==> src/rtl/m_seq_gen.sv <==
// Parametrised m-sequence LFSR with step enable, seed load, lock-up recovery and wrap strobe.
// Optional period measurement is compiled in with `define M_SEQ_PERIOD_EN.
module m_seq_gen #(
    parameter int unsigned      WIDTH = 20,
    parameter logic [WIDTH-1:0] TAPS  = 20'h00009,
    parameter logic [WIDTH-1:0] SEED  = '1,
    parameter int unsigned      MODE  = 0
) (
    input  logic             sclk,
    input  logic             rst_n,
    input  logic             en,
    input  logic             load,
    input  logic [WIDTH-1:0] seed_in,
    output logic [WIDTH-1:0] m_seq,
    output logic             m_bit,
    output logic             wrap,
    output logic             lockup,
    output logic [WIDTH-1:0] period
);

    logic [WIDTH-1:0] seq_q, seq_d;
    logic [WIDTH-1:0] ref_q, ref_d;
    logic             wrap_q, wrap_d;
    logic             lockup_q, lockup_d;
    logic [WIDTH-1:0] step_val;
    logic             fb;

    always_comb begin
        fb = ^(seq_q & TAPS);
        if (MODE == 0) begin
            step_val = {fb, seq_q[WIDTH-1:1]};
        end else begin
            step_val = (seq_q >> 1) ^ (seq_q[0] ? TAPS : '0);
        end
    end

    always_comb begin
        seq_d    = seq_q;
        ref_d    = ref_q;
        wrap_d   = 1'b0;
        lockup_d = 1'b0;
        if (load) begin
            seq_d = seed_in;
            // A zero seed is loadable but can never be the wrap reference.
            if (seed_in != '0) begin
                ref_d = seed_in;
            end
        end else if (en) begin
            if (seq_q == '0) begin
                seq_d    = {1'b1, {(WIDTH-1){1'b0}}};
                lockup_d = 1'b1;
            end else begin
                seq_d  = step_val;
                wrap_d = (step_val == ref_q);
            end
        end
    end

    always_ff @(posedge sclk or posedge rst_n) begin
        if (rst_n) begin
            seq_q    <= SEED;
            ref_q    <= SEED;
            wrap_q   <= 1'b0;
            lockup_q <= 1'b0;
        end else begin
            seq_q    <= seq_d;
            ref_q    <= ref_d;
            wrap_q   <= wrap_d;
            lockup_q <= lockup_d;
        end
    end

`ifdef M_SEQ_PERIOD_EN
    logic [WIDTH-1:0] cnt_q, cnt_d;
    logic [WIDTH-1:0] period_q, period_d;
    logic             cnt_clr;
    logic             cnt_inc;

    always_comb begin
        cnt_clr  = load | (en & (seq_q == '0));
        cnt_inc  = ~load & en & (seq_q != '0);
        cnt_d    = cnt_q;
        period_d = period_q;
        if (cnt_clr) begin
            cnt_d = '0;
        end else if (cnt_inc) begin
            if (wrap_d) begin
                period_d = cnt_q + 1'b1;
                cnt_d    = '0;
            end else if (cnt_q != '1) begin
                cnt_d = cnt_q + 1'b1;
            end
        end
    end

    always_ff @(posedge sclk or posedge rst_n) begin
        if (rst_n) begin
            cnt_q    <= '0;
            period_q <= '0;
        end else begin
            cnt_q    <= cnt_d;
            period_q <= period_d;
        end
    end

    assign period = period_q;
`else
    assign period = '0;
`endif

    assign m_seq  = seq_q;
    assign m_bit  = seq_q[0];
    assign wrap   = wrap_q;
    assign lockup = lockup_q;

endmodule
==> config.mk <==
export PLATFORM = sky130hd
export DESIGN_NAME = m_seq_gen
export DESIGN_NICKNAME = d
export VERILOG_FILES = /design/src/rtl/m_seq_gen.sv
export SDC_FILE = /design/constraint.sdc
export NUM_CORES = 1
export LEC_CHECK = 0
export ABC_CLOCK_PERIOD_IN_PS = 2350
export CAP_MARGIN = 15
export CORE_MARGIN = 2
export CORE_UTILIZATION = 29
export DETAILED_ROUTE_END_ITERATION = 6
export HOLD_SLACK_MARGIN = 0.15
export SKIP_LAST_GASP = 1
export SYNTH_ARGS = -nofsm -noshare
export SYNTH_HDL_FRONTEND = slang
export SYNTH_SLANG_ARGS = --single-unit
==> constraint.sdc <==
create_clock -name sclk -period 2.35 [get_ports sclk]
set_input_delay 0.235 -clock sclk [delete_from_list [all_inputs] [get_ports sclk]]
set_output_delay 0.235 -clock sclk [all_outputs]
set_load 0.005 [all_outputs]
==> flow_metrics.tcl, run 1 <==
set metrics [dict create \
    grt_max_degree 43 \
    vdd_ir_drop_max_mv 0.2634 \
    layout_commonest_cell "clkdlybuf4s50_1" \
    ys_seq_elements 42 \
    yosys.area.top_type "dfstp_2" \
    antenna_cells 0 \
    antenna_found_initial 0 \
    cts_tree "done" \
    critical_path.max_stage_delay_ns 0.62 \
    slew_headroom_pct 64.41 \
    final_cells 353 \
    ys_types 30 \
    die_h_um 92.10 \
    initial_core_util_pct 29.59 \
    arrival_ns 1.44 \
    htreeDepth 2 \
    async_flop_share_pct 100.0 \
    overflow 0 \
    die_area_sq_mm 0.008482 \
    nets 275 \
    die_w_um 92.10 \
    final_antenna_net_count 0 \
    rows 32 \
    syn2layout_area_growth_pct 25.79 \
    maxCapViolCount 0 \
    min_path_type "primary input to asynchronous set/reset pin" \
    gp_congestion 0.7292 \
    worstSetupPathType "flop to output pin" \
    timing.fmax_ghz 0.5963 \
    crit_fanout 5 \
    grt_pass1_vias 1653 \
    layout_common_cells "clkdlybuf4s50_1 (46), dfstp_2 (40), nand2_1 (23), conb_1 (20)" \
    syn_area_sq_mm 0.002251 \
    ys_seq_area_share_pct 48.92 \
    postCtsSetupBuffers 0 \
    synth_area_leaders "dfstp_2 (47%), mux2i_1 (8.4%), buf_4 (7.0%)" \
    cts_resized 0 \
    grt_util_met2_pct 20.16 \
    detail_route.wirelength_um 5271 \
    fin_worst_skew_ns 0.004002 \
    ctsHoldBuffers 0 \
    power.leakage_nw 1.178 \
    status "finished clean" \
    io_pins 67 \
    critPathLaunchType "flop" \
    grt_pass1_wl_um 8700 \
    rsz0062_at_grt "false" \
    critPathBufInv 1 \
    finalPower_mw 1.754 \
    portBuffers 46 \
    drc 0 \
    worstPathCellList "clkdlybuf4s50_1" \
    synth.top_cell.area_share_pct 46.69 \
    drtIter0Drc 59 \
    drive_above_1_share_pct 25.10 \
    syn-instance-count 204 \
    cts_root_buffer "clkbuf_8" \
    grt.busiest_layer "met2" \
    cts_buffers 5 \
    cts.path.max_buffers 2 \
    cts_sinks 42 \
    finalCriticalPeriod_ns 1.677 \
    cts.clk_slew.worst_paths_ns 0.08 \
    dp.cells 346 \
    yosysWarnings 0 \
    ys.flop_type "dfstp_2" \
    critical_path.top_delay_family "flip-flops" \
    final.setup.tns_ns 0 \
    hold_viol_final 0 \
    tightest_slew_ns 0.5338 \
    via_per_inst 4.567 \
    vias 1612 \
    worstPathRequired_ns 2.12 \
    dp_hpwl_um 3902 \
    critPathSlowestCell "dfstp_2" \
    synth_edf_count 0 \
    grt_use_total_pct 13.02 \
    core_area_sq_mm 0.007607 \
    setup_violations 0 \
    drt_pass1_iterations 4 \
    synth.avg_cell_area_sq_um 11.03 \
    slew_viol_final 0 \
    fillerInstances 789 \
    use_met1_pct 18.56 \
    grtUsageMet3_pct 3.451 \
    insertion_delay_ns 0.29 \
    fin_crit_sh_pct 71.36 \
    cp-end-kind "output pin" \
    drt-wirelength-per-cell_um 14.93 \
    powerDensity_mw_per_mm2 619.6 \
]
-- report_power, final --
group / total, mW / internal, mW / switching, mW
logic: 0.360 / 0.206 / 0.154
clock network: 0.465 / 0.233 / 0.232
registers: 0.929 / 0.844 / 0.0848
-- cell families (layout without fill, tap and decap cells) --
kind of cell	after synthesis	count (layout)	share of synthesized area (%)
buffers and inverters	33	61	9.672
AO/OA/AOI/OAI	42	42	13.51
other	1	20	0.1666
XOR/XNOR	21	21	8.171
AND/OR/NAND/NOR	46	46	11.12
flip-flops	42	42	48.92
multiplexers	19	19	8.449
-- sequential cells by signal, indices dropped and copies added (netlist names) --
register  flops
m_seq        20
ref_q        20
lockup        1
wrap          1
-- metrics by stage --
| stage | utilization (%) | setup slack (ns) | instance area, sq um | hold WS [ns] |
|---|---|---|---|---|
| after floorplan | - | 0.7995 | 2322 | 0.3417 |
| after global placement | 36.09 | 0.4028 | 2745 | 0.5187 |
| after detailed placement | 36.09 | 0.4287 | 2745 | 0.5237 |
| after CTS | 37.22 | 0.6668 | 2831 | 0.4010 |
| after global routing | 37.22 | 0.5704 | 2831 | 0.4432 |
| final | 37.22 | 0.6731 | 2831 | 0.3972 |
-- worst paths after layout --
| path | startpoint | endpoint | slack [ns] | cells after the start |
|---|---|---|---|---|
| setup / recovery | m_seq[19] | m_seq[19] | 0.67 | 1 |
| setup reg to reg | m_seq[3] | wrap | 0.68 | 4 |
| max in group asynchronous | rst_n | m_seq[19] | 1.58 | 3 |
| hold / removal | rst_n | wrap | 0.40 | 3 |
| min in group sclk | seed_in[14] | m_seq[14] | 0.52 | 3 |
| hold reg to reg | ref_q[11] | ref_q[11] | 0.53 | 1 |
-- per-layer routing --
layer | wire, um | vias up | part of all wire, %
met5 | 0 | - | 0
met4 | 34 | 0 | 0.65
met3 | 274 | 6 | 5.2
met2 | 2442 | 44 | 46
met1 | 2518 | 789 | 48
li1 | - | 773 | -
-- synthesized netlist by cell type, types with 2 or more instances --
master,number
a22o_1,12
mux2i_1,19
a21bo_1,2
dfstp_2,40
buf_4,21
nand4_1,2
nor4_1,11
o21ai_0,19
clkbuf_1,5
a21bo_2,6
xnor2_1,7
inv_1,2
xor2_1,14
buf_2,4
dfrtp_1,2
or4_1,2
nand2_1,23
-- final cells by class --
type                            count  area (sq um)  area share [%]
Inverter                            2         7.507          0.2651
Tap cell                          102         127.6           4.507
Sequential cell                    42          1101           38.89
Clock buffer                        7         86.33           3.049
Timing Repair Buffer               52         505.5           17.85
Multi-Input combinational cell    148          1003           35.44
No activity file was read; power rests on OpenSTA's default activity.
==> run 2: changes to the inputs <==
--- a/config.mk
+++ b/config.mk
@@ -5,7 +5,7 @@
 export SDC_FILE = /design/constraint.sdc
 export NUM_CORES = 1
 export LEC_CHECK = 0
-export ABC_CLOCK_PERIOD_IN_PS = 2350
+export ABC_CLOCK_PERIOD_IN_PS = 1600
 export CAP_MARGIN = 15
 export CORE_MARGIN = 2
 export CORE_UTILIZATION = 29
==> constraint.sdc (replaced) <==
create_clock -name sclk -period 1.6 [get_ports sclk]
set_input_delay 0.16 -clock sclk [delete_from_list [all_inputs] [get_ports sclk]]
set_output_delay 0.16 -clock sclk [all_outputs]
set_load 0.005 [all_outputs]
==> flow_metrics.tcl, run 2 (synthesis results as in run 1) <==
set metrics [dict create \
    grt_pass1_vias 1792 \
    antenna_cells 0 \
    setup_slack_ns 0.01570 \
    cts_buffers 5 \
    rr_startpoint "m_seq[3]" \
    grt_max_degree 43 \
    via_per_inst 4.460 \
    portBuffers 46 \
    slew_viol_final 0 \
    grt_util_met2_pct 22.06 \
    use_met1_pct 18.82 \
    cp-startpoint "m_seq[3]" \
    drt_pass1_iterations 5 \
    die_w_um 92.10 \
    powerDensity_mw_per_mm2 852.3 \
    vdd_ir_drop_max_mv 0.3355 \
    p_seq_share_pct 50.6 \
    critPathLaunchType "flop" \
    cts.path.max_buffers 2 \
    maxCapViolCount 0 \
    drive_above_1_share_pct 34.74 \
    power.leakage_nw 1.380 \
    finalCriticalPeriod_ns 1.584 \
    io_pins 67 \
    grtUsageMet3_pct 3.040 \
    die_area_sq_mm 0.008482 \
    cts_tree "done" \
    min_path_type "primary input to asynchronous set/reset pin" \
    worstSetupPathType "flop to flop" \
    nets 308 \
    cts_root_buffer "clkbuf_8" \
    timing.fmax_ghz 0.6312 \
    cts.clk_slew.worst_paths_ns 0.08 \
    power_frac_clock_pct 25.1 \
    drtIter0Drc 76 \
    ctsHoldBuffers 0 \
    cts_sinks 42 \
    drt-wirelength-per-cell_um 14.46 \
    insertion_delay_ns 0.29 \
    cp-end-kind "flop" \
    core_area_sq_mm 0.007607 \
    hold_viol_final 0 \
    grt.busiest_layer "met2" \
    vias 1726 \
    final_antenna_net_count 0 \
    fin_crit_sh_pct 99.02 \
    final_cells 387 \
    htreeDepth 2 \
    p_int_mw 1.914 \
    layout_commonest_cell "dfstp_2" \
    combPwrFrac_pct 24.3 \
    die_h_um 92.10 \
    status "finished clean" \
    worstPathRequired_ns 1.81 \
    swShare_pct 27.76 \
    detail_route.wirelength_um 5595 \
    rows 32 \
    initial_core_util_pct 29.59 \
    grt_pass1_wl_um 9101 \
    layout_common_cells "dfstp_2 (40), buf_4 (38), clkdlybuf4s50_1 (37), nand2_1 (23), conb_1 (20)" \
    power.switching_mw 0.7357 \
    final_util_pct 40.87 \
    grt_use_total_pct 13.72 \
    arrival_ns 1.80 \
    antenna_found_initial 0 \
    crit_fanout 3 \
    setup_violations 0 \
    reg2reg_slack_ns 0.02 \
    rsz0062_at_grt "true" \
    dp.cells 375 \
    rr_endpoint "m_seq[19]" \
    dp_hpwl_um 4104 \
    drc 0 \
    overflow 0 \
    rr_worst_depth 6 \
    fin_worst_skew_ns 0.002551 \
    pre_cts_slack_ns -0.1410 \
    syn2layout_area_growth_pct 38.13 \
    gp_congestion 0.7364 \
]
-- run 2: area by class of cell --
cell class	count	area [sq um]
Clock buffer	8	80.08
Fill cell	777	4498
Inverter	2	7.507
Multi-Input combinational cell	148	1031
Sequential cell	42	1101
Tap cell	102	127.6
Timing Repair Buffer	85	762.0
-- run 2: worst max-delay path: stages, from the launching register on --
cell     delay, ns
dfstp_2       0.39
buf_4         0.14
buf_4         0.13
or4_4         0.43
nor2_4        0.13
o22ai_1       0.09
o31ai_2       0.18
-- run 2: timing repair --
action / 4_1_cts / 5_1_grt
setup buffers: 1 / 3
pin swaps: 1 / 1
setup endpoints to repair: 8 / 9
gates resized for setup: 9 / 5
-- run 2: through the flow --
stage,hold slack [ns],power (mW),setup TNS (ns),instance area [sq um]
after floorplan,0.2667,1.672,0,2322
after global placement,0.5198,1.984,-2.548,2975
after detailed placement,0.5260,1.993,-2.607,2975
after CTS,0.2378,2.663,-0.0008172,3068
after global routing,0.2605,2.799,-0.1384,3109
final,0.2290,2.650,0,3109
-- run 2: metal layers --
| layer | vias to the layer above | part of all wire (%) |
|---|---|---|
| li1 | 837 | - |
| met1 | 838 | 47 |
| met2 | 45 | 47 |
| met3 | 6 | 4.8 |
| met4 | 0 | 1.0 |
| met5 | - | 0 |
-- run 2: power by group through the flow --
stage          Sequential [mW]  Combinational (mW)  Clock (mW)
6_report                  1.34               0.643       0.666
5_1_grt                   1.36               0.709       0.732
4_1_cts                   1.35               0.634       0.684
3_5_place_dp              1.36               0.632           0
3_3_place_gp              1.36               0.626           0
2_1_floorplan             1.35               0.324           0
-- run 2: how the worst max path moves through the flow --
stage	cells after the start	slack, ns	to
4_1_cts	6	-0.0008	m_seq[19]
3_3_place_gp	6	-0.14	ref_q[2]
6_report	6	0.02	m_seq[19]
5_1_grt	5	-0.06	wrap
2_1_floorplan	4	0.05	wrap
3_5_place_dp	6	-0.14	ref_q[3]
==> run 3: changes to the inputs <==
--- a/config.mk
+++ b/config.mk
@@ -6,7 +6,7 @@
 export NUM_CORES = 1
 export LEC_CHECK = 0
 export ABC_CLOCK_PERIOD_IN_PS = 1600
-export CAP_MARGIN = 15
+export CAP_MARGIN = 0
 export CORE_MARGIN = 2
 export CORE_UTILIZATION = 29
 export DETAILED_ROUTE_END_ITERATION = 6
==> results of run 3 <==
Same layout as run 2: the final DEF is identical, and so are final timing and power.
